`src/rtl/mul_div_unit_pkg.sv`:
```
// Shared opcode, state and helper definitions for the iterative multiply/divide unit.
package mul_div_unit_pkg;

  localparam int W_OPCODE = 6;
  localparam int W_MDU_ST = 2;

  localparam logic [W_OPCODE-1:0] F_MTHI  = 6'h11;
  localparam logic [W_OPCODE-1:0] F_MTLO  = 6'h13;
  localparam logic [W_OPCODE-1:0] F_MULT  = 6'h18;
  localparam logic [W_OPCODE-1:0] F_MULTU = 6'h19;
  localparam logic [W_OPCODE-1:0] F_DIV   = 6'h1A;
  localparam logic [W_OPCODE-1:0] F_DIVU  = 6'h1B;

  typedef enum logic [W_MDU_ST-1:0] {
    MDU_IDLE = 2'd0,
    MDU_PREP = 2'd1,
    MDU_RUN  = 2'd2,
    MDU_FIX  = 2'd3
  } mdu_state_t;

  function automatic logic is_muldiv(input logic [W_OPCODE-1:0] op);
    return (op == F_MULT) || (op == F_MULTU) || (op == F_DIV) || (op == F_DIVU);
  endfunction

endpackage

```
`src/rtl/mul_div_unit_div_step.sv`:
```
// One restoring-division step: shift in the next dividend bit, subtract the divisor if it fits.
module mdu_div_step #(
  parameter int W = 32
) (
  input  logic [W:0]   rem_in,
  input  logic         bit_in,
  input  logic [W-1:0] divisor,
  output logic [W:0]   rem_out,
  output logic         q_bit
);

  logic [W:0] shifted;
  logic [W:0] diff;

  assign shifted = {rem_in[W-1:0], bit_in};
  assign diff    = shifted - {1'b0, divisor};
  // rem_in[W] stands for a trial value of 2^(W+1) and above, which always fits
  assign q_bit   = rem_in[W] | (shifted >= {1'b0, divisor});
  assign rem_out = q_bit ? diff : shifted;

endmodule

```
`src/rtl/mul_div_unit.sv`:
```
// Iterative MIPS multiply/divide unit holding HI/LO; one result bit per clock.
module mul_div_unit
  import mul_div_unit_pkg::*;
#(
  parameter int W = 32
) (
  input  logic                clk,
  input  logic                rst_n,
  input  logic                start,
  input  logic [W_OPCODE-1:0] op,
  input  logic [W-1:0]        A,
  input  logic [W-1:0]        B,
  output logic                busy,
  output logic                done,
  output logic [W-1:0]        hi,
  output logic [W-1:0]        lo
);

  localparam int CW = $clog2(W);

  mdu_state_t     state;
  logic [CW-1:0]  cnt;
  logic [W-1:0]   opa, opb, quo;
  logic [2*W-1:0] prod;
  logic [W:0]     rem;
  logic           is_div, is_sgn, neg_q, neg_r, dz;

  logic [W-1:0]   mag_a, mag_b;
  logic [W:0]     mul_sum;
  logic [W:0]     step_rem;
  logic           step_q;

  function automatic logic [W-1:0] cond_neg_w(input logic [W-1:0] v, input logic en);
    return en ? -v : v;
  endfunction

  function automatic logic [2*W-1:0] cond_neg_2w(input logic [2*W-1:0] v, input logic en);
    return en ? -v : v;
  endfunction

  assign mag_a   = cond_neg_w(opa, is_sgn & opa[W-1]);
  assign mag_b   = cond_neg_w(opb, is_sgn & opb[W-1]);
  assign mul_sum = {1'b0, prod[2*W-1:W]} + {1'b0, (prod[0] ? opa : {W{1'b0}})};

  mdu_div_step #(.W(W)) u_div_step (
    .rem_in (rem),
    .bit_in (quo[W-1]),
    .divisor(opb),
    .rem_out(step_rem),
    .q_bit  (step_q)
  );

  always_ff @(posedge clk) begin
    if (!rst_n) begin
      state <= MDU_IDLE;
      busy  <= 1'b0;
      done  <= 1'b0;
      hi    <= '0;
      lo    <= '0;
    end else begin
      done <= 1'b0;
      case (state)
        MDU_IDLE: begin
          if (start) begin
            if (is_muldiv(op)) begin
              opa    <= A;
              opb    <= B;
              is_div <= (op == F_DIV) || (op == F_DIVU);
              is_sgn <= (op == F_MULT) || (op == F_DIV);
              busy   <= 1'b1;
              state  <= MDU_PREP;
            end else if (op == F_MTHI) begin
              hi <= A;
            end else if (op == F_MTLO) begin
              lo <= A;
            end
          end
        end
        // From here on opa/opb hold magnitudes; signs are carried in neg_q/neg_r
        MDU_PREP: begin
          neg_q <= is_sgn & (opa[W-1] ^ opb[W-1]);
          neg_r <= is_sgn & opa[W-1];
          dz    <= (opb == '0);
          opa   <= mag_a;
          opb   <= mag_b;
          prod  <= {{W{1'b0}}, mag_b};
          quo   <= mag_a;
          rem   <= '0;
          cnt   <= '0;
          state <= MDU_RUN;
        end
        MDU_RUN: begin
          if (is_div) begin
            rem <= step_rem;
            quo <= {quo[W-2:0], step_q};
          end else begin
            prod <= {mul_sum, prod[W-1:1]};
          end
          cnt <= cnt + CW'(1);
          if (cnt == CW'(W - 1)) state <= MDU_FIX;
        end
        // Divide by zero keeps the all-ones quotient; the remainder path already yields A
        MDU_FIX: begin
          if (is_div) begin
            lo <= cond_neg_w(quo, neg_q & ~dz);
            hi <= cond_neg_w(rem[W-1:0], neg_r);
          end else begin
            {hi, lo} <= cond_neg_2w(prod, neg_q);
          end
          done  <= 1'b1;
          busy  <= 1'b0;
          state <= MDU_IDLE;
        end
        default: state <= MDU_IDLE;
      endcase
    end
  end

endmodule

```
`config.mk`:
```
export PLATFORM = sky130hd
export DESIGN_NAME = mul_div_unit
export DESIGN_NICKNAME = d
export VERILOG_FILES = /design/src/rtl/mul_div_unit_pkg.sv /design/src/rtl/mul_div_unit_div_step.sv /design/src/rtl/mul_div_unit.sv
export SDC_FILE = /design/constraint.sdc
export NUM_CORES = 1
export LEC_CHECK = 0
export CAP_MARGIN = 20
export CORE_UTILIZATION = 55
export CTS_BUF_LIST = sky130_fd_sc_hd__clkbuf_16
export DETAILED_ROUTE_END_ITERATION = 12
export GPL_ROUTABILITY_DRIVEN = 0
export PLACE_DENSITY = 0.78
export SYNTH_ARGS = -nofsm -noshare
export SYNTH_HDL_FRONTEND = slang
export SYNTH_SLANG_ARGS = --single-unit
```
`constraint.sdc`:
```
create_clock -name clk -period 5 [get_ports clk]
set_input_delay 1 -clock clk [delete_from_list [all_inputs] [get_ports clk]]
set_output_delay 1 -clock clk [all_outputs]
set_load 0.05 [all_outputs]
```
* Yosys cells after proc, flatten, opt, wreduce, memory -nomap -nowiden
Cells that the tools add are included.
Operators by class: add/subtract/negate cells 8, order comparisons 1, eq/ne operators 19, multiplexer cells 39, bitwise operators 7, reductions and logical operators 20
Operators by type and width (number):
- $mux 32 | 19
- $pmux 32 s2 | 5
- $mux 64 | 2
- $neg 32->32 | 4
- $pmux 64 s2 | 1
- $mux 33 | 2
- $pmux 33 s2 | 1
- $neg 64->64 | 1
- $eq 6x5->1 const B | 6
- $add 32x32->33 | 1
- $ge 33x32->1 | 1
- $sub 33x32->33 | 1
- $logic_not 32->1 | 1
- $ne 2x2->1 const B | 9
- $reduce_and 3->1 | 4
- $reduce_and 4->1 | 3
- $pmux 5 s2 | 1
- $pmux 2 s4 | 1
- $mux 2 | 3
- $reduce_bool 2->1 | 3
- $add 5x1->5 const B | 1
- $eq 5x5->1 const B | 1
- $logic_or 1x1->1 | 5
- $reduce_and 5->1 | 1
- other kinds (10) | 17
Word-level totals: flip-flop bits (word level) 271, bits of input ports 73, output and inout port bits 66, logic and storage cells 110

* Depth between registers and ports, before layout
depth after elaboration 7, gate-level depth with buffers 13, gate-level depth less buffers 13

* Hierarchy
From an unflattened synthesis, not the netlist that was laid out.
Second synthesis, totals: cells, all modules 2302, area, all modules 19790.2 sq um
By module, submodules not included:
- mul_div_unit | times used 1, cells each 1960, area an instance 17528.1 sq um, sequential area each 7457.2 sq um
- mdu_div_step | times used 1, cells each 342, area an instance 2262.2 sq um, sequential area each 0.0 sq um

* Least setup slack after synthesis
Ideal clock, no wire load.
kind input port to flip-flop, start point in rst_n, end point reg prod[0], enable pin, setup time 0.507 ns, arrival 4.701 ns, required time 4.493 ns, setup slack -0.208 ns, stages 4, buffers on the path 2, cell sequence clkbuf_1 > clkbuf_1 > o21ai_0 > a21oi_1
On the way: longest elaborated chain between the ends 1
RTL lines:
- start: declaration | line mul_div_unit.sv:8 | input logic rst_n,
- $reduce_and 3->1 (no source line)
- end signal: assignment | line mul_div_unit.sv:86 | prod <= {{W{1'b0}}, mag_b};
- end signal: assignment | line mul_div_unit.sv:97 | prod <= {mul_sum, prod[W-1:1]};
- end: declaration | line mul_div_unit.sv:24 | logic [2*W-1:0] prod;
Every way passes these cells. A chain may end at the register's enable or synchronous reset.

* Worst setup path after layout
start point reg prod[0], end point reg prod[61] (data pin)
On the way: longest elaborated chain between the ends 4
RTL lines:
- $mux 32 | line mul_div_unit.sv:43 | assign mul_sum = {1'b0, prod[2*W-1:W]} + {1'b0, (prod[0] ? opa : {W{1'b0}})};
- $add 32x32->33 | line mul_div_unit.sv:43
- $mux 64 | line mul_div_unit.sv:93 | if (is_div) begin
- $pmux 64 s2 | line mul_div_unit.sv:62 | case (state)
Every way passes these cells. The select of a mux whose other input is x is not followed.

==> metrics.cfg <==
[hold_path]
min_delay_path_depth = 2
worstHoldPathType = flop to flop
min_to = lo[0]
worstHoldStart = lo[0]

[clocking]
cts_buffer_depth = 3
cts_setup_buffers = 0
cts-root-buf = clkbuf_16
cts_buffers = 31
htreeDepth = 1
ctsResizeCount = 0
clock_sinks = 271
clock_latency_ns = 0.58
cts_tree = done
clkSlewWorstSetupHoldPaths_ns = 0.06
ctsHoldBuffers = 0

[cells_and_area]
final_cell_mix = 283 x nor2_1, 233 x a21oi_1, 203 x edfxtp_1
area_growth_pct = 14.9
seqCellArea_sq_um = 7460
fillers = 2754
drive_gt1_frac = 0.0514
stdcell_count = 2746
multiInputGateArea_sq_um = 11000
fin_nets = 2423
final_common_cell = nor2_1

[worst_setup_path]
critical_path.max_fanout = 5
rr_startpoint = prod[0]
cp.required_ns = 5.32
worstSetupStartpointType = flop
r2r_slack_ns = 1.01
arrival_ns = 4.32
r2r_cells = 13
cp-end-kind = flop
crit_type = flop to flop
r2r_end = prod[61]

[sta]
slew_viol_final = 0
tns_ns = 0
hold_violations = 0
rsz0062_at_grt = no
fin_skew_ns = 0.0158
fin_crit_ns = 3.99
max_freq_ghz = 0.250
fin_crit_sh = 0.799
fin_hold_ws_ns = 0.466
setup_viol_count_final = 0
slew_headroom = 0.292
tightest_slew_ns = 1.06

[global_routing]
grt_pass1_wl_um = 95300
grt_remaining_overflow = 0
grt_util_met1 = 0.461
antenna_found_initial = 0
grt_max_degree = 108
grtUsageMet2 = 0.538
grt_pass1_vias = 16982
grt_busiest_layer = met2
use_met3 = 0.0596
grt_usage = 0.343

[logic_synthesis]
ys_warn_count = 0
synthArstFlopShare = 0
synth_seq_cells = 271
synth_nets = 2341
synth_edf_count = 203
synth_cell_types = 80
synthCells = 2191
synthFlopType = edfxtp_1
syn_avg_cell_area_sq_um = 8.73
synth_area_sq_um = 19100
yosysSeqAreaShare = 0.390

[route]
drt_wl_total_um = 61700
drc_errors = 0
antenna_left = 0
drtPass1Iterations = 6
drt_iter0_drc = 2476
wl_per_cell_um = 22.5
vias = 18119
via_per_inst = 6.60

[power_and_ir_drop]
p_per_area_nw_per_um2 = 340
vdd_drop_max_mv = 0.297
p_leak_nw = 7.99

[run]
max_cap_violations = 0

[die]
fp.coreArea_sq_um = 33900
start_util = 0.565
die_y_um = 189
rows = 67
die_x_um = 189
ios = 139
die-area_sq_um = 35500

[place]
port_buffers = 138
post-dp-hpwl_um = 44800
dpl.cell_count = 2686

[run_status]
outcome = finished, final reports clean

cell type report:
type,instances,area share
Sequential cell,271,0.339
Inverter,72,0.0124
Timing Repair Buffer,169,0.0747
Clock buffer,31,0.0353
Tap cell,448,0.0255
Multi-Input combinational cell,1728,0.501
Antenna cell,1,0.000114
Clock inverter,26,0.0122
registers in the layout, summed over array words and instances, names as in the netlist:
name / flops
dz: 1
cnt: 5
is_div: 1
lo: 32
quo: 32
neg_q: 1
state: 2
done: 1
rem: 33
hi: 32
opb: 32
is_sgn: 1
neg_r: 1
busy: 1
prod: 64
opa: 32
where the power goes:
group | switching, mW | internal, mW
Combinational | 1.31 | 0.806
Clock | 0.953 | 1.42
Sequential | 0.254 | 2.74
Total | 2.51 | 4.97
worst max-delay path by stage:
stage | startpoint | endpoint | slack (ns) | cells past startpoint
floorplan | rst_n | opa[10] | 0.28 | 4
global route | prod[0] | prod[61] | 0.89 | 13
CTS | prod[0] | prod[61] | 1.05 | 13
finish | prod[0] | prod[61] | 1.01 | 13
detailed placement | prod[0] | prod[61] | 1.07 | 13
global placement | prod[0] | prod[61] | 1.17 | 13
routing by layer:
metal | vias up | wire [um]
met5 | - | 0
met4 | 0 | 3170
met3 | 182 | 6950
met2 | 1215 | 27700
met1 | 8515 | 23800
li1 | 8207 | -
logic make-up (layout without fill, tap and decap cells):
kind of cell / after synthesis / in the layout / synth area share
AO/OA/AOI/OAI: 673 / 673 / 0.218
XOR/XNOR: 223 / 223 / 0.102
adder cells (fa/ha/maj): 77 / 77 / 0.0511
buffers and inverters: 192 / 298 / 0.0386
flip-flops: 271 / 271 / 0.390
multiplexers: 32 / 32 / 0.0167
other: 0 / 1 / 0
AND/OR/NAND/NOR: 723 / 723 / 0.183
cell usage after synthesis (25+ instances only):
library cell	n	area, sq um
o211ai_1	28	210
o31ai_1	31	233
nor2_1	285	1070
a31oi_1	43	269
clkbuf_1	108	405
xnor2_1	153	1340
or3_1	25	156
a21o_1	26	195
dfxtp_1	68	1360
ha_1	75	938
xor2_1	70	613
nor3_1	28	140
and2_1	45	282
a21oi_1	234	1170
nand3_1	39	195
edfxtp_1	203	6100
mux2i_1	32	320
nand2_1	154	578
inv_1	70	263
o21ai_0	160	801
critical path: stages (launching register included):
cell      delay, ns
edfxtp_1       0.40
inv_1          0.17
nor2_1         0.07
ha_1           0.22
fa_1           0.44
a211o_1        0.29
o211ai_1       0.18
a21oi_1        0.17
o41ai_1        0.71
nand2_1        0.18
o41a_1         0.40
a41oi_1        0.28
xor2_1         0.17
nor2_1         0.06
metrics by stage:
step | cell area [sq um] | total power [mW] | utilization | worst slack, ns
CTS | 21900 | 7.41 | 0.648 | 1.05
finish | 22000 | 7.48 | 0.649 | 1.01
global route | 22000 | 7.77 | 0.649 | 0.887
floorplan | 19100 | 4.46 | - | 0.283
detailed placement | 20900 | 5.06 | 0.617 | 1.07
global placement | 20900 | 4.99 | 0.617 | 1.17
(Power assumes the default switching activity.)
